<file path="src/rtl/serial_borrow_look_ahead_subtractor_pkg.sv">
// Shared definitions for the serial borrow look-ahead subtractor:
// FSM state encoding, slice width and the per-bit borrow generate/propagate helper.
package serial_borrow_look_ahead_subtractor_pkg;

  typedef enum logic [1:0] {
    ST_IDLE = 2'd0,
    ST_RUN  = 2'd1,
    ST_DONE = 2'd2
  } state_e;

  localparam int SLICE_BITS = 2;

  typedef struct packed {
    logic g;
    logic p;
  } gp_t;

  // A borrow is generated when a=0,b=1 and passes through unchanged when a==b.
  function automatic gp_t bit_gp(input logic a, input logic b);
    gp_t r;
    r.g = ~a & b;
    r.p = ~(a ^ b);
    return r;
  endfunction

endpackage

</file>
<file path="src/rtl/two_bit_borrow_look_ahead.sv">
// Combinational two-bit subtract slice with borrow look-ahead; exports the
// group propagate/generate terms alongside the slice borrow-out.
module two_bit_borrow_look_ahead
  import serial_borrow_look_ahead_subtractor_pkg::*;
(
  input  logic [1:0] a_i,
  input  logic [1:0] b_i,
  input  logic       bin_i,
  output logic [1:0] d_o,
  output logic       bout_o,
  output logic       p_o,
  output logic       g_o
);

  gp_t  gp0;
  gp_t  gp1;
  logic bw1;

  assign gp0 = bit_gp(a_i[0], b_i[0]);
  assign gp1 = bit_gp(a_i[1], b_i[1]);

  assign bw1    = gp0.g | (gp0.p & bin_i);
  assign d_o[0] = a_i[0] ^ b_i[0] ^ bin_i;
  assign d_o[1] = a_i[1] ^ b_i[1] ^ bw1;

  assign g_o    = gp1.g | (gp1.p & gp0.g);
  assign p_o    = gp1.p & gp0.p;
  assign bout_o = g_o | (p_o & bin_i);

endmodule

</file>
<file path="src/rtl/serial_borrow_look_ahead_subtractor.sv">
// Multi-cycle subtractor: diff = a - b - bin, two bits per clock through one
// shared look-ahead slice, with a start/busy/done handshake.
module serial_borrow_look_ahead_subtractor
  import serial_borrow_look_ahead_subtractor_pkg::*;
#(
  parameter int WIDTH = 8
) (
  input  logic             clk,
  input  logic             rst,
  input  logic             start,
  input  logic [WIDTH-1:0] a,
  input  logic [WIDTH-1:0] b,
  input  logic             bin,
  output logic             busy,
  output logic             done,
  output logic [WIDTH-1:0] diff,
  output logic             bout,
  output logic             zero,
  output logic             ovf
);

  localparam int NSLICE = WIDTH / SLICE_BITS;
  localparam int CNT_W  = (NSLICE > 1) ? $clog2(NSLICE) : 1;
  localparam logic [CNT_W-1:0] CNT_LAST = CNT_W'(NSLICE - 1);

  if (WIDTH < 2 || (WIDTH % 2) != 0) begin : g_bad_width
    $error("serial_borrow_look_ahead_subtractor: WIDTH must be even and >= 2");
  end

  state_e           state_q;
  logic [WIDTH-1:0] a_q;
  logic [WIDTH-1:0] b_q;
  logic [WIDTH-1:0] res_q;
  logic             bw_q;
  logic [CNT_W-1:0] cnt_q;
  logic [WIDTH-1:0] diff_q;
  logic             bout_q;
  logic             zero_q;
  logic             ovf_q;
  logic             busy_q;
  logic             done_q;

  logic [1:0]       sl_a;
  logic [1:0]       sl_b;
  logic [1:0]       sl_d;
  logic             sl_bout;
  logic             sl_p;
  logic             sl_g;
  logic [WIDTH-1:0] res_d;
  logic             grp_unused;

  // One slice serves every bit pair; cnt selects which pair it sees this cycle.
  always_comb begin
    sl_a = a_q[cnt_q*SLICE_BITS +: SLICE_BITS];
    sl_b = b_q[cnt_q*SLICE_BITS +: SLICE_BITS];
  end

  two_bit_borrow_look_ahead u_slice (
    .a_i    (sl_a),
    .b_i    (sl_b),
    .bin_i  (bw_q),
    .d_o    (sl_d),
    .bout_o (sl_bout),
    .p_o    (sl_p),
    .g_o    (sl_g)
  );

  assign grp_unused = sl_p ^ sl_g;

  always_comb begin
    res_d = res_q;
    res_d[cnt_q*SLICE_BITS +: SLICE_BITS] = sl_d;
  end

  always_ff @(posedge clk or posedge rst) begin
    if (rst) begin
      state_q <= ST_IDLE;
      a_q     <= '0;
      b_q     <= '0;
      res_q   <= '0;
      bw_q    <= 1'b0;
      cnt_q   <= '0;
      diff_q  <= '0;
      bout_q  <= 1'b0;
      zero_q  <= 1'b0;
      ovf_q   <= 1'b0;
      busy_q  <= 1'b0;
      done_q  <= 1'b0;
    end else begin
      case (state_q)
        ST_IDLE, ST_DONE: begin
          done_q <= 1'b0;
          if (start) begin
            a_q     <= a;
            b_q     <= b;
            bw_q    <= bin;
            res_q   <= '0;
            cnt_q   <= '0;
            busy_q  <= 1'b1;
            state_q <= ST_RUN;
          end else begin
            busy_q  <= 1'b0;
            state_q <= ST_IDLE;
          end
        end
        ST_RUN: begin
          res_q <= res_d;
          bw_q  <= sl_bout;
          if (cnt_q == CNT_LAST) begin
            diff_q  <= res_d;
            bout_q  <= sl_bout;
            zero_q  <= (res_d == '0);
            ovf_q   <= (a_q[WIDTH-1] != b_q[WIDTH-1]) && (res_d[WIDTH-1] != a_q[WIDTH-1]);
            cnt_q   <= '0;
            busy_q  <= 1'b0;
            done_q  <= 1'b1;
            state_q <= ST_DONE;
          end else begin
            cnt_q <= cnt_q + CNT_W'(1);
          end
        end
        default: begin
          busy_q  <= 1'b0;
          done_q  <= 1'b0;
          state_q <= ST_IDLE;
        end
      endcase
    end
  end

  assign busy = busy_q;
  assign done = done_q;
  assign diff = diff_q;
  assign bout = bout_q;
  assign zero = zero_q;
  assign ovf  = ovf_q;

endmodule

</file>
<file path="config.mk">
export PLATFORM = sky130hd
export DESIGN_NAME = serial_borrow_look_ahead_subtractor
export DESIGN_NICKNAME = d
export VERILOG_FILES = /design/src/rtl/serial_borrow_look_ahead_subtractor_pkg.sv /design/src/rtl/two_bit_borrow_look_ahead.sv /design/src/rtl/serial_borrow_look_ahead_subtractor.sv
export SDC_FILE = /design/constraint.sdc
export NUM_CORES = 1
export LEC_CHECK = 0
export CAP_MARGIN = 20
export CORE_UTILIZATION = 35
export DETAILED_ROUTE_END_ITERATION = 7
export SYNTH_ARGS = -nofsm -noshare
export SYNTH_HDL_FRONTEND = slang
export SYNTH_HIERARCHICAL = 1
export SYNTH_SLANG_ARGS = --single-unit
</file>
<file path="constraint.sdc">
create_clock -name clk -period 3.7 [get_ports clk]
set_input_delay 0.74 -clock clk [delete_from_list [all_inputs] [get_ports clk]]
set_output_delay 0.74 -clock clk [all_outputs]
set_load 0.01 [all_outputs]
</file>
== After elaboration in Yosys (flattened, before gate mapping) ==
Cells that the tools add are included.

* Shift-type cells: 4
* $add $sub $neg: 2
* Multiplexer cells: 16
* Equality and inequality tests: 7
* Bitwise operators: 17
* Reductions and logical operators: 8

{| class="wikitable"
|+ Operator list
! cell !! count
|-
| negator 3 -> 34 bit || 1
|-
| variable shift 2 x 34 -> 8 bit (first input constant) || 1
|-
| variable part select 2 x 34 -> 8 bit || 1
|-
| one-hot mux 8 bit (2 select lines) || 1
|-
| variable part select 8 x 4 -> 2 bit || 2
|-
| bitwise mux 8 bit || 1
|-
| zero test 8 bit || 1
|-
| two-way mux 8 bit || 1
|-
| one-hot mux 2 bit (2 select lines) || 2
|-
| bitwise AND 1 bit || 6
|-
| two-way mux 1 bit || 6
|-
| two-way mux 2 bit || 3
|-
| AND reduction 2 bit || 3
|-
| equality test 2 bit (second input constant) || 2
|-
| inequality test 2 bit (second input constant) || 2
|-
| NOT 1 bit || 4
|-
| one-hot mux 1 bit (2 select lines) || 2
|-
| bitwise XOR 1 bit || 4
|-
| bitwise OR 1 bit || 3
|-
| adder 2 x 1 -> 2 bit (second input constant) || 1
|-
| equality test 2 x 1 -> 1 bit (second input constant) || 1
|-
| zero test 2 bit || 1
|-
| inequality test 1 bit || 2
|-
| nonzero test 2 bit || 1
|-
| other kinds (2) || 2
|}

* Output and inout port bits: 13
* Register bits after elaboration: 42
* Input port bits: 20

== Logic depth before layout (Yosys ltp) ==
* Depth after elaboration: 10
* Depth in mapped cells: 9
* Depth with buffers taken out: 8

== Cells and area by module ==
Netlist, hierarchy kept.

{| class="wikitable"
|+ By module, submodules not included
! module !! area each (sq um) !! instances !! cells each !! seq. area each (sq um)
|-
| serial_borrow_look_ahead_subtractor || 1941.9 || 1 || 198 || 1026.0
|-
| two_bit_borrow_look_ahead || 88.8 || 1 || 10 || 0.0
|}

== Worst setup path after synthesis ==
Ideal clock, no wire load.

* Kind: register to register
* From: register cnt_q[0]
* To: register ovf_q (netlist: ovf)
* Stages on the path, launching flop included: 9
* Library setup time: 0.082 ns
* Data arrival time: 2.565 ns
* Path slack: 1.053 ns
* Buffers on the path: 1
* Cells stage by stage: dfrtp_1 > buf_6 > mux4_1 > fa_1 > xnor2_1 > and2b_2 > a31oi_1 > or3b_1 > a31oi_1

* Word-level cells in the longest chain between the ends: 10
* Elaborated cells on any way between the ends: 19
* Classes of those cells: 1 x add/sub; 2 x eq/ne; 4 x shift; 1 x mux; 9 x bitwise; 2 x reduce/logical

{| class="wikitable"
|+ Ends and longest elaborated chain
! element !! RTL line !! text
|-
| start: declaration || serial_borrow_look_ahead_subtractor.sv:35 || <nowiki>logic [CNT_W-1:0] cnt_q;</nowiki>
|-
| start signal: assignment || serial_borrow_look_ahead_subtractor.sv:119 || <nowiki>cnt_q <= cnt_q + CNT_W'(1);</nowiki>
|-
| variable part select 8 x 4 -> 2 bit * || serial_borrow_look_ahead_subtractor.sv:55 || <nowiki>sl_b = b_q[cnt_q*SLICE_BITS +: SLICE_BITS];</nowiki>
|-
| net sl_b[0] || serial_borrow_look_ahead_subtractor.sv:44 || <nowiki>logic [1:0] sl_b;</nowiki>
|-
| bitwise XOR 1 bit || serial_borrow_look_ahead_subtractor_pkg.sv:22 || <nowiki>r.p = ~(a ^ b);</nowiki>
|-
| NOT 1 bit || serial_borrow_look_ahead_subtractor_pkg.sv:22 ||
|-
| bitwise AND 1 bit || two_bit_borrow_look_ahead.sv:22 || <nowiki>assign bw1 = gp0.g | (gp0.p & bin_i);</nowiki>
|-
| bitwise OR 1 bit * || two_bit_borrow_look_ahead.sv:22 ||
|-
| bitwise XOR 1 bit * || two_bit_borrow_look_ahead.sv:24 || <nowiki>assign d_o[1] = a_i[1] ^ b_i[1] ^ bw1;</nowiki>
|-
| net sl_d[1] || serial_borrow_look_ahead_subtractor.sv:45 || <nowiki>logic [1:0] sl_d;</nowiki>
|-
| variable part select 2 x 34 -> 8 bit * || serial_borrow_look_ahead_subtractor.sv:72 || <nowiki>res_d[cnt_q*SLICE_BITS +: SLICE_BITS] = sl_d;</nowiki>
|-
| bitwise mux 8 bit * || serial_borrow_look_ahead_subtractor.sv:72 ||
|-
| inequality test 1 bit * || serial_borrow_look_ahead_subtractor.sv:113 || <nowiki>ovf_q <= (a_q[WIDTH-1] != b_q[WIDTH-1]) && (res_d[WIDTH-1] != a_q[WIDTH-1]);</nowiki>
|-
| logical AND 1 bit * || serial_borrow_look_ahead_subtractor.sv:113 ||
|-
| end signal: assignment || serial_borrow_look_ahead_subtractor.sv:113 ||
|-
| end: declaration || serial_borrow_look_ahead_subtractor.sv:39 || <nowiki>logic ovf_q;</nowiki>
|}

The timed path passes the listed nets; every way through them passes the cells marked *.
A chain may end at the register's enable or synchronous reset.

== Worst setup path in the final report ==
Same ends and word-level chain as after synthesis.

==> flow_metrics.tcl <==
set metrics [dict create \
    status "complete, no violations" \
    yosysTopAreaCell "dfrtp_1" \
    wl_per_cell_um 12.3 \
    coreArea_um2 5540 \
    timing.final.crit_share_pct 82.8 \
    cts_max_level 2 \
    hpwl_um 2850 \
    met2_usage_pct 23.5 \
    min_period_ns 3.06 \
    io-pin-count 33 \
    start_util_pct 36.7 \
    min_from "b_q[4]$_DFFE_PP0P_" \
    drt_wl_total_um 3860 \
    cts_tree "done" \
    cts_num_sinks 41 \
    leakage_uw 0.00118 \
    peakVddDrop_mv 0.419 \
    arrival_ns 3.28 \
    timing.final.ws_setup_ns 0.636 \
    antenna_cells 0 \
    max_freq_mhz 326 \
    busiest_layer "met2" \
    p_per_area_nw_per_um2 886 \
    final_common_cell "nand2_1" \
    pwr-share-clk_pct 13.1 \
    port_buffers 32 \
    final_cells 314 \
    netSwitchingFraction_pct 40.1 \
    die_height_um 78.2 \
    total_power_uw 2220 \
    netlist_top_cells_area "dfrtp_1, nand2_1, mux4_1" \
    drc 0 \
    netSwitchingPower_uw 892 \
    ctsResizeCount 0 \
    cp.required_ns 3.91 \
    crit-reg2reg-launch "cnt_q[0]$_DFFE_PP0P_" \
    worstMarginPinSlew_ns 0.757 \
    syn_nets 237 \
    netlist_area_um2 2030 \
    grt_use_met1_pct 18.7 \
    ant_nets 0 \
    cp_max_fo 14 \
    areaGrowthSynthToFinish_pct 23.5 \
    vias_per_cell 4.78 \
    ctsLongestPathBuffers 2 \
    maxCapViolations 0 \
    final_cell_mix "nand2_1, dfrtp_1, clkdlybuf4s50_1" \
    slew_headroom_pct 49.6 \
    reg2reg_slack_ns 0.64 \
    finClkSkew_ns 0.00532 \
    met3_usage_pct 5.00 \
    ys_types 38 \
    slew_viol_final 0 \
    num_vias 1500 \
    critPathLaunch "cnt_q[0]$_DFFE_PP0P_" \
    setup_viol 0 \
    fp.dieArea_um2 6110 \
    hold_violations 0 \
    dp_slack_ns 0.664 \
    gp_congestion 0.813 \
    min_path_type "reg2reg" \
    avgSynthCellArea_um2 9.76 \
    synthCells 208 \
    cts_root_buf "clkbuf_8" \
    synth_top_area_share_pct 50.5 \
    worst-r2r-cell-count 7 \
    fin_setup_tns_ns 0 \
    grt.total_usage_pct 14.8 \
    yosysWarnings 6 \
    internal_power_uw 1330 \
    numCtsBuffers 5 \
    seq_power_share_pct 35.3 \
    clk_pin_slew_worst_paths_ns 0.07 \
    place_inst 307 \
    insertion_delay_ns 0.29 \
    first_iter_violations 66 \
    critPathKind "reg2reg" \
    grt_pass1_vias 1555 \
    combinationalPowerShare_pct 51.6 \
    grt_pass1_wl_um 7080 \
    fillers 580 \
    rsz0062_at_grt "no" \
    endpoint "ovf$_DFFE_PP0P_" \
    grt_start_max_net_pins 23 \
    die_w_um 78.2 \
    grt-ovfl-total 0 \
    r2r_end "ovf$_DFFE_PP0P_" \
    cp-start-kind "flop" \
    cts_setup_buffers 0 \
    fin_nets 271 \
    drt_pass1_iterations 4 \
    row_count 27 \
    ys_seq_area_share_pct 50.5 \
    antenna_found_initial 0 \
    ys_ff_latch 41 \
    cp-end-kind "flop" \
    drive_above_1_share_pct 7.85 \
    postCtsHoldBufs 0 \
]
sequential cells by signal, indices dropped and copies added, names as in the netlist, 2 cells and up:
register / cells
a_q: 8
b_q: 8
diff: 8
res_q: 8
cnt_q: 2
state_q: 2
per-stage QoR:
| stage | area [µm²] | hold slack [ns] | util, % |
|---|---|---|---|
| 2_1_floorplan | 2030 | 0.437 | - |
| 3_3_place_gp | 2420 | 0.454 | 43.7 |
| 3_5_place_dp | 2420 | 0.459 | 43.7 |
| 4_1_cts | 2510 | 0.477 | 45.3 |
| 5_1_grt | 2510 | 0.509 | 45.3 |
| 6_report | 2510 | 0.470 | 45.3 |
layer usage:
layer / wire length [µm] / vias up
li1: - / 764
met1: 1850 / 697
met2: 1800 / 35
met3: 166 / 4
met4: 46 / 0
met5: 0 / -
kinds of logic (layout without fill, tap and decap cells):
kind of cell / Yosys count / count (layout) / synth area share (%)
muxes: 6 / 6 / 6.28
and+or+nand+nor: 100 / 100 / 22.4
adders and majority gates: 9 / 9 / 5.92
DFF: 41 / 41 / 50.5
AOI/OAI and AO/OA: 35 / 35 / 11.1
xor gates and xnor gates: 1 / 1 / 0.431
buffers and inverters: 16 / 50 / 3.39
power by group through the flow:
| stage | Sequential [µW] | Clock, µW | Combinational [µW] |
|---|---|---|---|
| final | 783 | 292 | 1150 |
| after global routing | 816 | 320 | 1300 |
| after CTS | 788 | 301 | 1160 |
| after detailed placement | 796 | 0 | 1150 |
| after global placement | 792 | 0 | 1140 |
| after floorplan | 767 | 0 | 854 |
Yosys cell counts (all sizes together):
library cell / count
a22o: 2
and4b: 1
buf: 3
o21ai: 17
a21oi: 2
and2: 1
dfrtp: 41
nor2: 9
a31oi: 5
fa: 1
clkbuf: 4
nand2: 69
a32oi: 2
ha: 8
nand3b: 1
and2b: 3
nor2b: 8
nor3b: 1
o22ai: 1
mux4: 4
o221a: 2
mux2: 2
or3: 1
a21o: 2
a22oi: 1
nand4b: 1
o31ai: 1
nand2b: 2
nand3: 1
xnor2: 1
inv: 9
or3b: 1
nor3: 1
worst max-delay path, cell delays in order (launching register included):
cell	delay [ns]
dfrtp_1	0.68
mux4_1	0.68
fa_1	0.43
xnor2_1	0.26
and2b_2	0.24
a31oi_1	0.13
or3b_1	0.38
a31oi_1	0.17
cell type report:
type | instances | area, µm² | share of cell area [%]
clock buffer | 7 | 86.3 | 3.44
tap | 72 | 90.1 | 3.59
multi-input combinational | 151 | 936 | 37.3
sequential | 41 | 1030 | 40.9
inverter | 9 | 33.8 | 1.35
timing repair buffer | 34 | 335 | 13.4
worst min-delay path by stage:
stage | endpoint | slack [ns] | cells after the start
after floorplan | a_q[2]$_DFFE_PP0P_ | 0.44 | 2
after global placement | a_q[1]$_DFFE_PP0P_ | 0.45 | 2
after detailed placement | b_q[4]$_DFFE_PP0P_ | 0.46 | 2
after CTS | b_q[4]$_DFFE_PP0P_ | 0.48 | 2
after global routing | a_q[5]$_DFFE_PP0P_ | 0.51 | 2
final | b_q[4]$_DFFE_PP0P_ | 0.47 | 2
No activity file was read; power rests on OpenSTA's default activity.
